==> config.mk <==
export PLATFORM = sky130hd
export DESIGN_NAME = alu_issue_arbiter
export DESIGN_NICKNAME = d
export VERILOG_FILES = /design/src/rtl/alu_issue_arbiter.sv
export SDC_FILE = /design/constraint.sdc
export NUM_CORES = 1
export LEC_CHECK = 0
export CAP_MARGIN = 10
export CORE_MARGIN = 3
export CORE_UTILIZATION = 37
export DETAILED_ROUTE_END_ITERATION = 12
export PLACE_DENSITY = 0.81
export SLEW_MARGIN = 10
export SYNTH_ARGS = -nofsm -noshare
export SYNTH_HDL_FRONTEND = slang
export SYNTH_SLANG_ARGS = --single-unit
==> constraint.sdc <==
create_clock -name clk -period 2.4 [get_ports clk]
set_clock_uncertainty 0.05 [all_clocks]
set_input_delay 0.6 -clock clk [delete_from_list [all_inputs] [get_ports clk]]
set_output_delay 0.6 -clock clk [all_outputs]
set_load 0.005 [all_outputs]
==> src/rtl/alu_issue_arbiter.sv <==
// Round-robin issue arbiter: four requesters share one ALU_FSM, one operation in flight.
// Define ALU_ARB_TIMEOUT_EN to enable the WAIT-state watchdog (sticky err, err_clr).
module alu_issue_arbiter #(
    parameter int unsigned TIMEOUT_CYCLES = 255
) (
    input  logic        clk,
    input  logic        reset,
    input  logic [3:0]  req,
    input  logic [15:0] req_op,
    input  logic [23:0] req_ri,
    input  logic [23:0] req_rj,
    output logic [3:0]  ack,
    output logic        start,
    output logic [3:0]  opCode,
    output logic [5:0]  Ri,
    output logic [5:0]  Rj,
    input  logic        done,
    output logic        busy,
    output logic [1:0]  grant_id,
    output logic        err,
    input  logic        err_clr
);

    typedef enum logic [1:0] {ST_IDLE, ST_ISSUE, ST_WAIT, ST_ACK} state_t;

    state_t      state_q, state_d;
    logic [1:0]  grant_id_q, grant_id_d;
    logic [1:0]  last_grant_q, last_grant_d;
    logic [3:0]  op_q, op_d;
    logic [5:0]  ri_q, ri_d;
    logic [5:0]  rj_q, rj_d;

    logic [3:0]  op_arr [4];
    logic [5:0]  ri_arr [4];
    logic [5:0]  rj_arr [4];
    logic [1:0]  rr_sel;
    logic [1:0]  rr_idx;
    logic        rr_found;

    for (genvar g = 0; g < 4; g++) begin : g_unpack
        assign op_arr[g] = req_op[4*g +: 4];
        assign ri_arr[g] = req_ri[6*g +: 6];
        assign rj_arr[g] = req_rj[6*g +: 6];
    end

`ifdef ALU_ARB_TIMEOUT_EN
    logic [7:0]  cnt_q, cnt_d;
    logic        err_q, err_d;
    logic        timeout_hit;

    assign timeout_hit = (cnt_q == 8'(TIMEOUT_CYCLES - 1));
    assign err         = err_q;
`else
    logic        unused_cfg;

    assign unused_cfg = ^{err_clr, 8'(TIMEOUT_CYCLES)};
    assign err        = 1'b0;
`endif

    // Search starts just after the last acknowledged requester, so it has lowest priority.
    always_comb begin
        rr_sel   = last_grant_q;
        rr_idx   = last_grant_q;
        rr_found = 1'b0;
        for (int i = 1; i <= 4; i++) begin
            rr_idx = last_grant_q + 2'(i);
            if (!rr_found && req[rr_idx]) begin
                rr_found = 1'b1;
                rr_sel   = rr_idx;
            end
        end
    end

    always_comb begin
        state_d      = state_q;
        grant_id_d   = grant_id_q;
        last_grant_d = last_grant_q;
        op_d         = op_q;
        ri_d         = ri_q;
        rj_d         = rj_q;
`ifdef ALU_ARB_TIMEOUT_EN
        cnt_d        = cnt_q;
        err_d        = err_clr ? 1'b0 : err_q;
`endif
        case (state_q)
            ST_IDLE: begin
                if (rr_found) begin
                    grant_id_d = rr_sel;
                    op_d       = op_arr[rr_sel];
                    ri_d       = ri_arr[rr_sel];
                    rj_d       = rj_arr[rr_sel];
                    state_d    = ST_ISSUE;
                end
            end
            ST_ISSUE: begin
                state_d = ST_WAIT;
`ifdef ALU_ARB_TIMEOUT_EN
                cnt_d   = '0;
`endif
            end
            ST_WAIT: begin
                if (done) begin
                    state_d = ST_ACK;
`ifdef ALU_ARB_TIMEOUT_EN
                end else if (timeout_hit) begin
                    err_d   = 1'b1;
                    state_d = ST_IDLE;
                end else begin
                    cnt_d   = cnt_q + 8'd1;
`endif
                end
            end
            ST_ACK: begin
                last_grant_d = grant_id_q;
                state_d      = ST_IDLE;
            end
            default: state_d = ST_IDLE;
        endcase
    end

    always_ff @(posedge clk or negedge reset) begin
        if (!reset) begin
            state_q      <= ST_IDLE;
            grant_id_q   <= 2'd0;
            last_grant_q <= 2'd3;
            op_q         <= '0;
            ri_q         <= '0;
            rj_q         <= '0;
`ifdef ALU_ARB_TIMEOUT_EN
            cnt_q        <= '0;
            err_q        <= 1'b0;
`endif
        end else begin
            state_q      <= state_d;
            grant_id_q   <= grant_id_d;
            last_grant_q <= last_grant_d;
            op_q         <= op_d;
            ri_q         <= ri_d;
            rj_q         <= rj_d;
`ifdef ALU_ARB_TIMEOUT_EN
            cnt_q        <= cnt_d;
            err_q        <= err_d;
`endif
        end
    end

    assign start    = (state_q == ST_ISSUE);
    assign busy     = (state_q != ST_IDLE);
    assign ack      = (state_q == ST_ACK) ? (4'b0001 << grant_id_q) : 4'b0000;
    assign grant_id = grant_id_q;
    assign opCode   = op_q;
    assign Ri       = ri_q;
    assign Rj       = rj_q;

endmodule
==> results.py, run 1 <==
metrics = {
    "detailed_routing": {
        "wl_per_cell_um": 14.5,
        "drc_errors": 0,
        "wl_um": 4180,
        "drt-pass1-iter-count": 4,
        "num_vias": 1481,
        "drt_iter0_markers": 53,
        "avgViaCountPerCell": 5.14,
        "antenna_left": 0,
    },
    "setup_path": {
        "endpoint_kind": "output port",
        "worstPathMaxFanout": 4,
        "critPathLaunchType": "flop",
        "path_class": "flop to output port",
        "reg2reg_depth": 6,
        "timing.rr.start": "last_grant_q[1]",
        "rrSetupSlack_ns": 0.41,
        "required_ns": 1.75,
        "arrival_ns": 1.60,
        "r2r-end": "Rj[4]",
    },
    "yosys": {
        "ys.flop_type": "dfrtp_1",
        "synthesis.instances": 138,
        "synthesis.nets": 215,
        "synthArstFlopShare_pct": 100,
        "ys_types": 32,
        "synth_seq_area_share_pct": 35.3,
        "synth-edff-count": 0,
        "syn_area_per_cell_um2": 11.4,
        "synth-seq-cells": 22,
        "synth_area_um2": 1570,
        "ys_warn_count": 0,
    },
    "timing": {
        "min_period_ns": 2.25,
        "final-setup-viol-count": 0,
        "max_freq_mhz": 444,
        "period_share_pct": 93.8,
        "hold_violations": 0,
        "grt_setup_unrepaired": "false",
        "slew_violations": 0,
        "tns_ns": 0,
        "setup_ws_ns": 0.149,
    },
    "worst_hold_path": {
        "hp-start": "last_grant_q[0]",
        "hold_path.class": "flop to flop",
        "whs_endpoint": "last_grant_q[0]",
        "hold_depth": 2,
    },
    "final_layout": {
        "post-route-util_pct": 66.3,
        "synthToLayoutAreaGrowth_pct": 70.4,
        "layout_commonest_cell": "clkdlybuf4s50_1",
        "multi_input_area_um2": 921,
        "antennaDiodeCount": 0,
        "drive_gt1_share_pct": 14.3,
        "fill_cells": 358,
        "final-seq-area_um2": 553,
        "fin_area_um2": 2670,
        "fin_cells": 288,
        "final_cell_mix": "94 x clkdlybuf4s50_1, 34 x mux2i_1, 20 x dfrtp_1",
        "nets": 316,
    },
    "floorplanning": {
        "die_w_um": 71.1,
        "core_um2": 4030,
        "num_rows": 23,
        "die-area_um2": 5050,
        "initial_utilization_pct": 38.9,
        "die_h_um": 71.1,
        "io_pins": 97,
    },
    "cts": {
        "cts.sinks": 22,
        "cts_tree": "done",
        "htree_num_levels": 1,
        "cts_hold_buffers": 0,
        "insertion_delay_ns": 0.26,
        "clockRootBuffer": "clkbuf_8",
        "clockBufferDepth": 2,
        "numCtsBuffers": 3,
        "cts.clk_slew.worst_paths_ns": 0.08,
    },
    "pwr": {
        "power_density_nw_per_um2": 1030,
        "netSwitchingFraction_pct": 37.7,
        "switchingPower_mw": 1.04,
        "irDropWorstVdd_v": 0.000423,
        "seqPwrFrac_pct": 26.6,
        "p_leak_nw": 1.09,
        "internal_power_mw": 1.72,
        "combPwrFrac_pct": 63.6,
        "clockPowerShare_pct": 9.8,
    },
    "place": {
        "placed_cells": 282,
        "dpl_cell_area_um2": 2580,
        "dpl.hpwl_um": 3290,
        "pre_cts_slack_ns": -0.117,
        "globalplace.congestion": 0.690,
        "port_buffers": 94,
    },
    "global_route": {
        "met3_usage_pct": 4.69,
        "grt_busiest_layer": "met2",
        "grt_usage_pct": 16.7,
        "grt_max_degree": 25,
        "antenna_found_initial": 0,
        "overflow": 0,
        "grt_use_met2_pct": 30.3,
        "met1_usage_pct": 19.6,
        "grt_pass1_vias": 1434,
        "grt_pass1_wl_um": 6780,
    },
    "status": {
        "status": "finished, final reports clean",
    },
    "flow_run": {
        "maxCapViolCount": 0,
    },
}
-- worst max-delay path: stages (launching register included) --
cell             delay (ns)
dfrtp_1                0.44
inv_1                  0.11
ha_1                   0.23
inv_1                  0.07
clkdlybuf4s50_1        0.49
-- power by group through the flow --
stage | clock, mW | combinational (mW) | sequential [mW]
after floorplan | 0 | 1.06 | 0.729
after global placement | 0 | 1.71 | 0.722
after detailed placement | 0 | 1.74 | 0.737
after CTS | 0.277 | 1.75 | 0.729
after global routing | 0.294 | 1.92 | 0.768
final | 0.271 | 1.76 | 0.735
-- cells by family (layout without fill, tap and decap cells) --
logic type | count (synthesis) | in the layout | share of synthesized area (%)
AO/OA/AOI/OAI | 44 | 44 | 26.4
buffers and inverters | 16 | 116 | 7.03
AND/OR/NAND/NOR | 16 | 16 | 5.27
flip-flops | 22 | 22 | 35.3
adder cells (fa/ha/maj) | 5 | 5 | 3.99
multiplexers | 34 | 34 | 21.7
other | 1 | 1 | 0.239
-- stage by stage --
step | power [mW] | hold slack [ns]
after global routing | 2.99 | 0.554
after CTS | 2.76 | 0.499
after floorplan | 1.79 | 0.254
after global placement | 2.43 | 0.483
after detailed placement | 2.48 | 0.492
final | 2.76 | 0.493
-- flip-flops by register name, summed over array words and instances (netlist names) --
signal,cells
Ri,6
Rj,6
opCode,4
grant_id,2
last_grant_q,2
state_q,2
-- Yosys cell counts (all sizes together) (2+ instances only) --
master	number	area [um^2]
a21oi	2	10.0
a31oi	17	113
buf	7	72.6
clkbuf	3	15.0
dfrtp	20	500
dfstp	2	52.6
ha	5	62.6
inv	6	22.5
mux2i	34	340
nand2	5	18.8
nor2	4	15.0
nor3b	2	15.0
o21ai	4	20.0
o2bb2ai	16	203
-- area by class of cell --
| cell class | instances | area share (%) |
|---|---|---|
| Timing Repair Buffer | 106 | 39.6 |
| Multi-Input combinational cell | 100 | 34.5 |
| Sequential cell | 22 | 20.7 |
| Tap cell | 50 | 2.34 |
| Clock buffer | 4 | 2.06 |
| Inverter | 6 | 0.843 |
-- how the worst max path moves through the flow --
stage,startpoint,endpoint,depth (start not counted)
2_1_floorplan,req[1],opCode[3],7
6_report,state_q[0],busy,4
3_5_place_dp,req[0],Rj[4],7
4_1_cts,state_q[0],ack[2],4
5_1_grt,state_q[0],ack[2],4
3_3_place_gp,req[0],Rj[4],7
-- per-layer routing --
layer	vias up	share of wire, %
li1	732	-
met1	687	39
met4	0	0.72
met5	-	0
met3	4	7.7
met2	58	53
-- timing repair --
action | CTS | global route
buffers inserted | 0 | 2
gates resized for setup | 0 | 3
endpoints found under the setup margin | 0 | 3
(Power assumes the default switching activity.)
==> run 2, diff against run 1 <==
--- a/config.mk
+++ b/config.mk
@@ -6,9 +6,9 @@
 export NUM_CORES = 1
 export LEC_CHECK = 0
 export CAP_MARGIN = 10
-export CORE_MARGIN = 3
 export CORE_UTILIZATION = 37
 export DETAILED_ROUTE_END_ITERATION = 12
+export GPL_TIMING_DRIVEN = 1
 export PLACE_DENSITY = 0.81
 export SLEW_MARGIN = 10
 export SYNTH_ARGS = -nofsm -noshare
==> run 2 against run 1 <==
  * Flip-flop and latch count did not move
  * Clock-buffer cell count did not move
  * First-iteration DRC count rose by 19%
  * Fmax fell by 1.5%
  * Critical path depth fell by 1
  * Hold slack improved by 0.019 ns
  * Register-to-register slack improved by 0.02 ns
  * Total power fell by 1.9%
  * Via count fell by 2.2%
  * Worst setup slack got worse by 0.035 ns
  * Non-clock buffer count fell by 3
  * Routed wire length fell by 6.5%
  * Largest power group unchanged
  * Highest routed layer unchanged
==> results.py, run 2 (synthesis results as in run 1) <==
metrics = {
    "final_layout": {
        "post-route-util_pct": 65.3,
        "synthToLayoutAreaGrowth_pct": 67.9,
        "final_cell_mix": "94 x clkdlybuf4s50_1, 34 x mux2i_1, 20 x dfrtp_1",
        "layout_commonest_cell": "clkdlybuf4s50_1",
        "fin_area_um2": 2630,
        "nets": 313,
        "antennaDiodeCount": 0,
        "fin_cells": 285,
        "drive_gt1_share_pct": 12.3,
    },
    "cts": {
        "numCtsBuffers": 3,
        "insertion_delay_ns": 0.26,
        "cts_hold_buffers": 0,
        "cts.clk_slew.worst_paths_ns": 0.08,
        "clockRootBuffer": "clkbuf_8",
        "ctsResizeCount": 0,
        "cts_tree": "done",
        "htree_num_levels": 1,
        "clockBufferDepth": 2,
        "postCtsSetupRepairBufs": 0,
        "cts.sinks": 22,
    },
    "setup_path": {
        "critPathLaunchType": "flop",
        "endpoint_kind": "output port",
        "timing.rr.start": "last_grant_q[1]",
        "required_ns": 1.75,
        "rrSetupSlack_ns": 0.43,
        "worstPathMaxFanout": 6,
        "r2r-end": "Ri[5]",
        "reg2reg_depth": 6,
        "critPathLaunch": "state_q[0]",
        "arrival_ns": 1.64,
        "path_class": "flop to output port",
    },
    "place": {
        "port_buffers": 94,
        "globalplace.congestion": 0.780,
        "dpl_cell_area_um2": 2570,
        "placed_cells": 281,
        "dpl.hpwl_um": 3130,
    },
    "global_route": {
        "grt_max_degree": 23,
        "met3_usage_pct": 3.42,
        "antenna_found_initial": 0,
        "grt_pass1_vias": 1424,
        "overflow": 0,
        "grt_pass1_wl_um": 6220,
        "grt_busiest_layer": "met2",
        "met1_usage_pct": 20.2,
        "grt_usage_pct": 18.2,
        "grt_use_met2_pct": 34.9,
    },
    "worst_hold_path": {
        "hp-start": "last_grant_q[0]",
        "whs_endpoint": "last_grant_q[0]",
        "hold_depth": 2,
        "hold_path.class": "flop to flop",
    },
    "timing": {
        "grt_setup_unrepaired": "false",
        "max_freq_mhz": 437,
        "hold_violations": 0,
        "period_share_pct": 95.3,
        "slew_violations": 0,
        "final-setup-viol-count": 0,
        "min_period_ns": 2.29,
    },
    "detailed_routing": {
        "wl_per_cell_um": 13.7,
        "drt-pass1-iter-count": 4,
        "num_vias": 1448,
        "wl_um": 3900,
        "avgViaCountPerCell": 5.08,
        "drc_errors": 0,
        "antenna_left": 0,
        "drt_iter0_markers": 63,
    },
    "pwr": {
        "clockPowerShare_pct": 9.8,
        "irDropWorstVdd_v": 0.000447,
        "p_leak_nw": 1.08,
        "seqPwrFrac_pct": 26.9,
        "switchingPower_mw": 1.02,
        "power.total_mw": 2.71,
        "internal_power_mw": 1.69,
        "netSwitchingFraction_pct": 37.6,
        "combPwrFrac_pct": 63.3,
        "power_density_nw_per_um2": 1030,
    },
    "floorplanning": {
        "die_h_um": 67.1,
        "core_um2": 4030,
        "die_w_um": 67.1,
        "die-area_um2": 4500,
        "num_rows": 23,
        "initial_utilization_pct": 38.9,
        "io_pins": 97,
    },
    "status": {
        "status": "finished, final reports clean",
    },
    "flow_run": {
        "maxCapViolCount": 0,
    },
}
-- run 2: cell count changes in the layout (fill, tap and decap cells not counted), sizes merged --
cell,change
buf,-3
-- run 2: critical path: stages (launching register included) --
cell and delay (ns):
dfrtp_1 0.40, ha_1 0.25, nor3b_1 0.20, clkdlybuf4s50_1 0.53
-- run 2: power groups by stage --
stage	registers (mW)	logic (mW)	clock network, mW
floorplan	0.729	1.06	0
global placement	0.728	1.70	0
detailed placement	0.741	1.74	0
CTS	0.735	1.74	0.270
global route	0.759	1.87	0.288
finish	0.730	1.71	0.264
-- run 2: layer usage --
metal	vias up	part of all wire (%)	wire length, um
li1	720	-	-
met1	674	41	1590
met2	52	53	2070
met3	2	5.8	226
met4	0	0.33	13
met5	-	0	0
-- run 2: stage by stage --
step	hold WS [ns]	worst slack, ns	setup TNS (ns)
after global routing	0.557	0.0226	0
after global placement	0.509	-0.112	-1.02
after detailed placement	0.503	-0.148	-1.51
after floorplan	0.254	0.310	0
final	0.512	0.114	0
after CTS	0.515	0.109	0
-- run 2: layout make-up --
class / count / area, um^2
Tap cell: 50 / 62.6
Inverter: 6 / 22.5
Sequential cell: 22 / 553
Fill cell: 350 / 1400
Multi-Input combinational cell: 100 / 903
Clock buffer: 4 / 55.1
Timing Repair Buffer: 103 / 1030
-- run 2: how the worst max path moves through the flow --
stage                end  depth (start not counted)  slack (ns)
2_1_floorplan  opCode[3]                          7        0.31
6_report          ack[0]                          3        0.11
3_3_place_gp       Ri[5]                          7       -0.11
3_5_place_dp       Ri[5]                          7       -0.15
4_1_cts           ack[2]                          4        0.11
5_1_grt           ack[2]                          4        0.02
==> run 3, diff against run 2 <==
--- a/config.mk
+++ b/config.mk
@@ -10,6 +10,7 @@
 export DETAILED_ROUTE_END_ITERATION = 12
 export GPL_TIMING_DRIVEN = 1
 export PLACE_DENSITY = 0.81
+export RECOVER_POWER = 100
 export SLEW_MARGIN = 10
 export SYNTH_ARGS = -nofsm -noshare
 export SYNTH_HDL_FRONTEND = slang
==> run 3 against run 2 <==
  * Die area did not move
  * Cell area decreased by 1.9%
  * Non-clock buffer count did not move
  * First-iteration DRC count down 30%
==> results.py, run 3 (synthesis results as in run 1) <==
metrics = {
    "status": {
        "status": "finished, final reports clean",
    },
    "setup_path": {
        "rrSetupSlack_ns": 0.41,
        "reg2reg_depth": 6,
        "endpoint_kind": "flop",
        "r2r-end": "Ri[5]",
        "critPathLaunchType": "primary input",
        "required_ns": 2.48,
        "timing.rr.start": "last_grant_q[1]",
        "cpMaxStageDelayCell": "or4_1",
        "critPathMaxStageDelay_ns": 0.54,
        "path_buf_inv": 2,
        "crit_chain": "clkdlybuf4s50_1 > or4_1 > and2_4 > clkbuf_2 > o2bb2ai_1 > a31oi_1",
        "arrival_ns": 2.37,
        "path_class": "primary input to flop",
        "critical_path.top_delay_family": "buffers and inverters",
        "worstPathMaxFanout": 20,
    },
    "timing": {
        "grt_setup_unrepaired": "false",
        "hold_violations": 0,
        "slew_violations": 0,
        "tns_ns": 0,
        "min_period_ns": 2.29,
        "worst_pin_slew_ns": 1.22,
        "final-setup-viol-count": 0,
        "period_share_pct": 95.3,
        "max_freq_mhz": 437,
        "slew_headroom_pct": 18.9,
    },
    "global_route": {
        "grt_usage_pct": 18.2,
        "grt_use_met2_pct": 34.9,
        "antenna_found_initial": 0,
        "grt_max_degree": 23,
        "grt_pass1_vias": 1424,
        "grt_pass1_wl_um": 6220,
        "met1_usage_pct": 20.2,
        "overflow": 0,
        "grt_busiest_layer": "met2",
        "met3_usage_pct": 3.42,
    },
    "final_layout": {
        "layout_commonest_cell": "clkdlybuf4s50_1",
        "drive_gt1_share_pct": 8.94,
        "multi_input_area_um2": 860,
        "post-route-util_pct": 64.0,
        "nets": 313,
        "antennaDiodeCount": 0,
        "synthToLayoutAreaGrowth_pct": 64.7,
        "fill_cells": 361,
        "final_cell_mix": "73 x clkdlybuf4s50_1, 34 x mux2i_1, 21 x dlygate4sd3_1",
        "final-seq-area_um2": 553,
        "fin_area_um2": 2580,
    },
    "floorplanning": {
        "io_pins": 97,
        "core_um2": 4030,
        "die_w_um": 67.1,
        "initial_utilization_pct": 38.9,
        "num_rows": 23,
        "die_h_um": 67.1,
        "die-area_um2": 4500,
    },
    "cts": {
        "cts_tree": "done",
        "cts_hold_buffers": 0,
        "cts.clk_slew.worst_paths_ns": 0.08,
        "clockRootBuffer": "clkbuf_8",
        "numCtsBuffers": 3,
        "cts.sinks": 22,
        "postCtsSetupRepairBufs": 0,
        "ctsResizeCount": 0,
        "clockBufferDepth": 2,
        "htree_num_levels": 1,
        "insertion_delay_ns": 0.26,
    },
    "detailed_routing": {
        "wl_um": 3910,
        "drt_iter0_markers": 44,
        "drc_errors": 0,
        "avgViaCountPerCell": 5.08,
        "drt-pass1-iter-count": 4,
        "antenna_left": 0,
        "num_vias": 1449,
        "wl_per_cell_um": 13.7,
    },
    "pwr": {
        "p_leak_nw": 1.05,
        "irDropWorstVdd_v": 0.000413,
        "power.total_mw": 2.56,
        "power_density_nw_per_um2": 993,
    },
    "worst_hold_path": {
        "whs_endpoint": "last_grant_q[0]",
        "hp-start": "last_grant_q[0]",
        "hold_depth": 2,
        "hold_path.class": "flop to flop",
    },
    "place": {
        "dpl_cell_area_um2": 2570,
        "globalplace.congestion": 0.780,
        "dpl.hpwl_um": 3130,
        "port_buffers": 94,
    },
    "flow_run": {
        "maxCapViolCount": 0,
    },
}
## run 3: changes by cell type in the layout (fill, tap and decap cells not counted), sizes merged
| cell | before | now |
|---|---|---|
| clkdlybuf4s50 | 94 | 73 |
| buf | 9 | 7 |
| dlygate4sd3 | 0 | 21 |
| clkbuf | 4 | 6 |
## run 3: metal layers
layer	share of wire, %	vias up	wire (um)
met3	6.1	2	237
met2	53	51	2090
met1	40	677	1570
li1	-	719	-
met4	0.33	0	13
met5	0	-	0
## run 3: worst reg2reg max path: cells and delay by family, from the launching register on
family	cells	cell delay (ns)
buffers and inverters	1	0.23
AOI/OAI and AO/OA	3	0.58
muxes	2	0.41
DFF	1	0.59
## run 3: report_power, final
part / switching (mW) / internal, mW
sequential: 0.136 / 0.576
clock: 0.117 / 0.146
combinational: 0.716 / 0.870
## run 3: how the worst max path moves through the flow
stage                    start        end  slack [ns]  cells past startpoint
floorplan               req[1]  opCode[3]        0.31                      7
global placement        req[0]      Ri[5]       -0.11                      7
detailed placement      req[0]      Ri[5]       -0.15                      7
CTS                 state_q[0]     ack[2]        0.11                      4
global route        state_q[0]     ack[2]        0.02                      4
finish                  req[0]  opCode[1]        0.11                      6
## run 3: through the flow
stage               setup WS, ns  cells  hold WS [ns]
global placement          -0.112    281         0.509
global route              0.0230    285         0.557
floorplan                  0.310    138         0.254
CTS                        0.109    285         0.515
detailed placement        -0.148    281         0.503
finish                     0.112    285         0.512
## run 3: area by class of cell
type,count,share of cell area [%]
timing repair buffer,103,39.8
multi-input combinational,100,33.3
tap,50,2.42
clock buffer,4,2.13
inverter,6,0.873
sequential,22,21.4
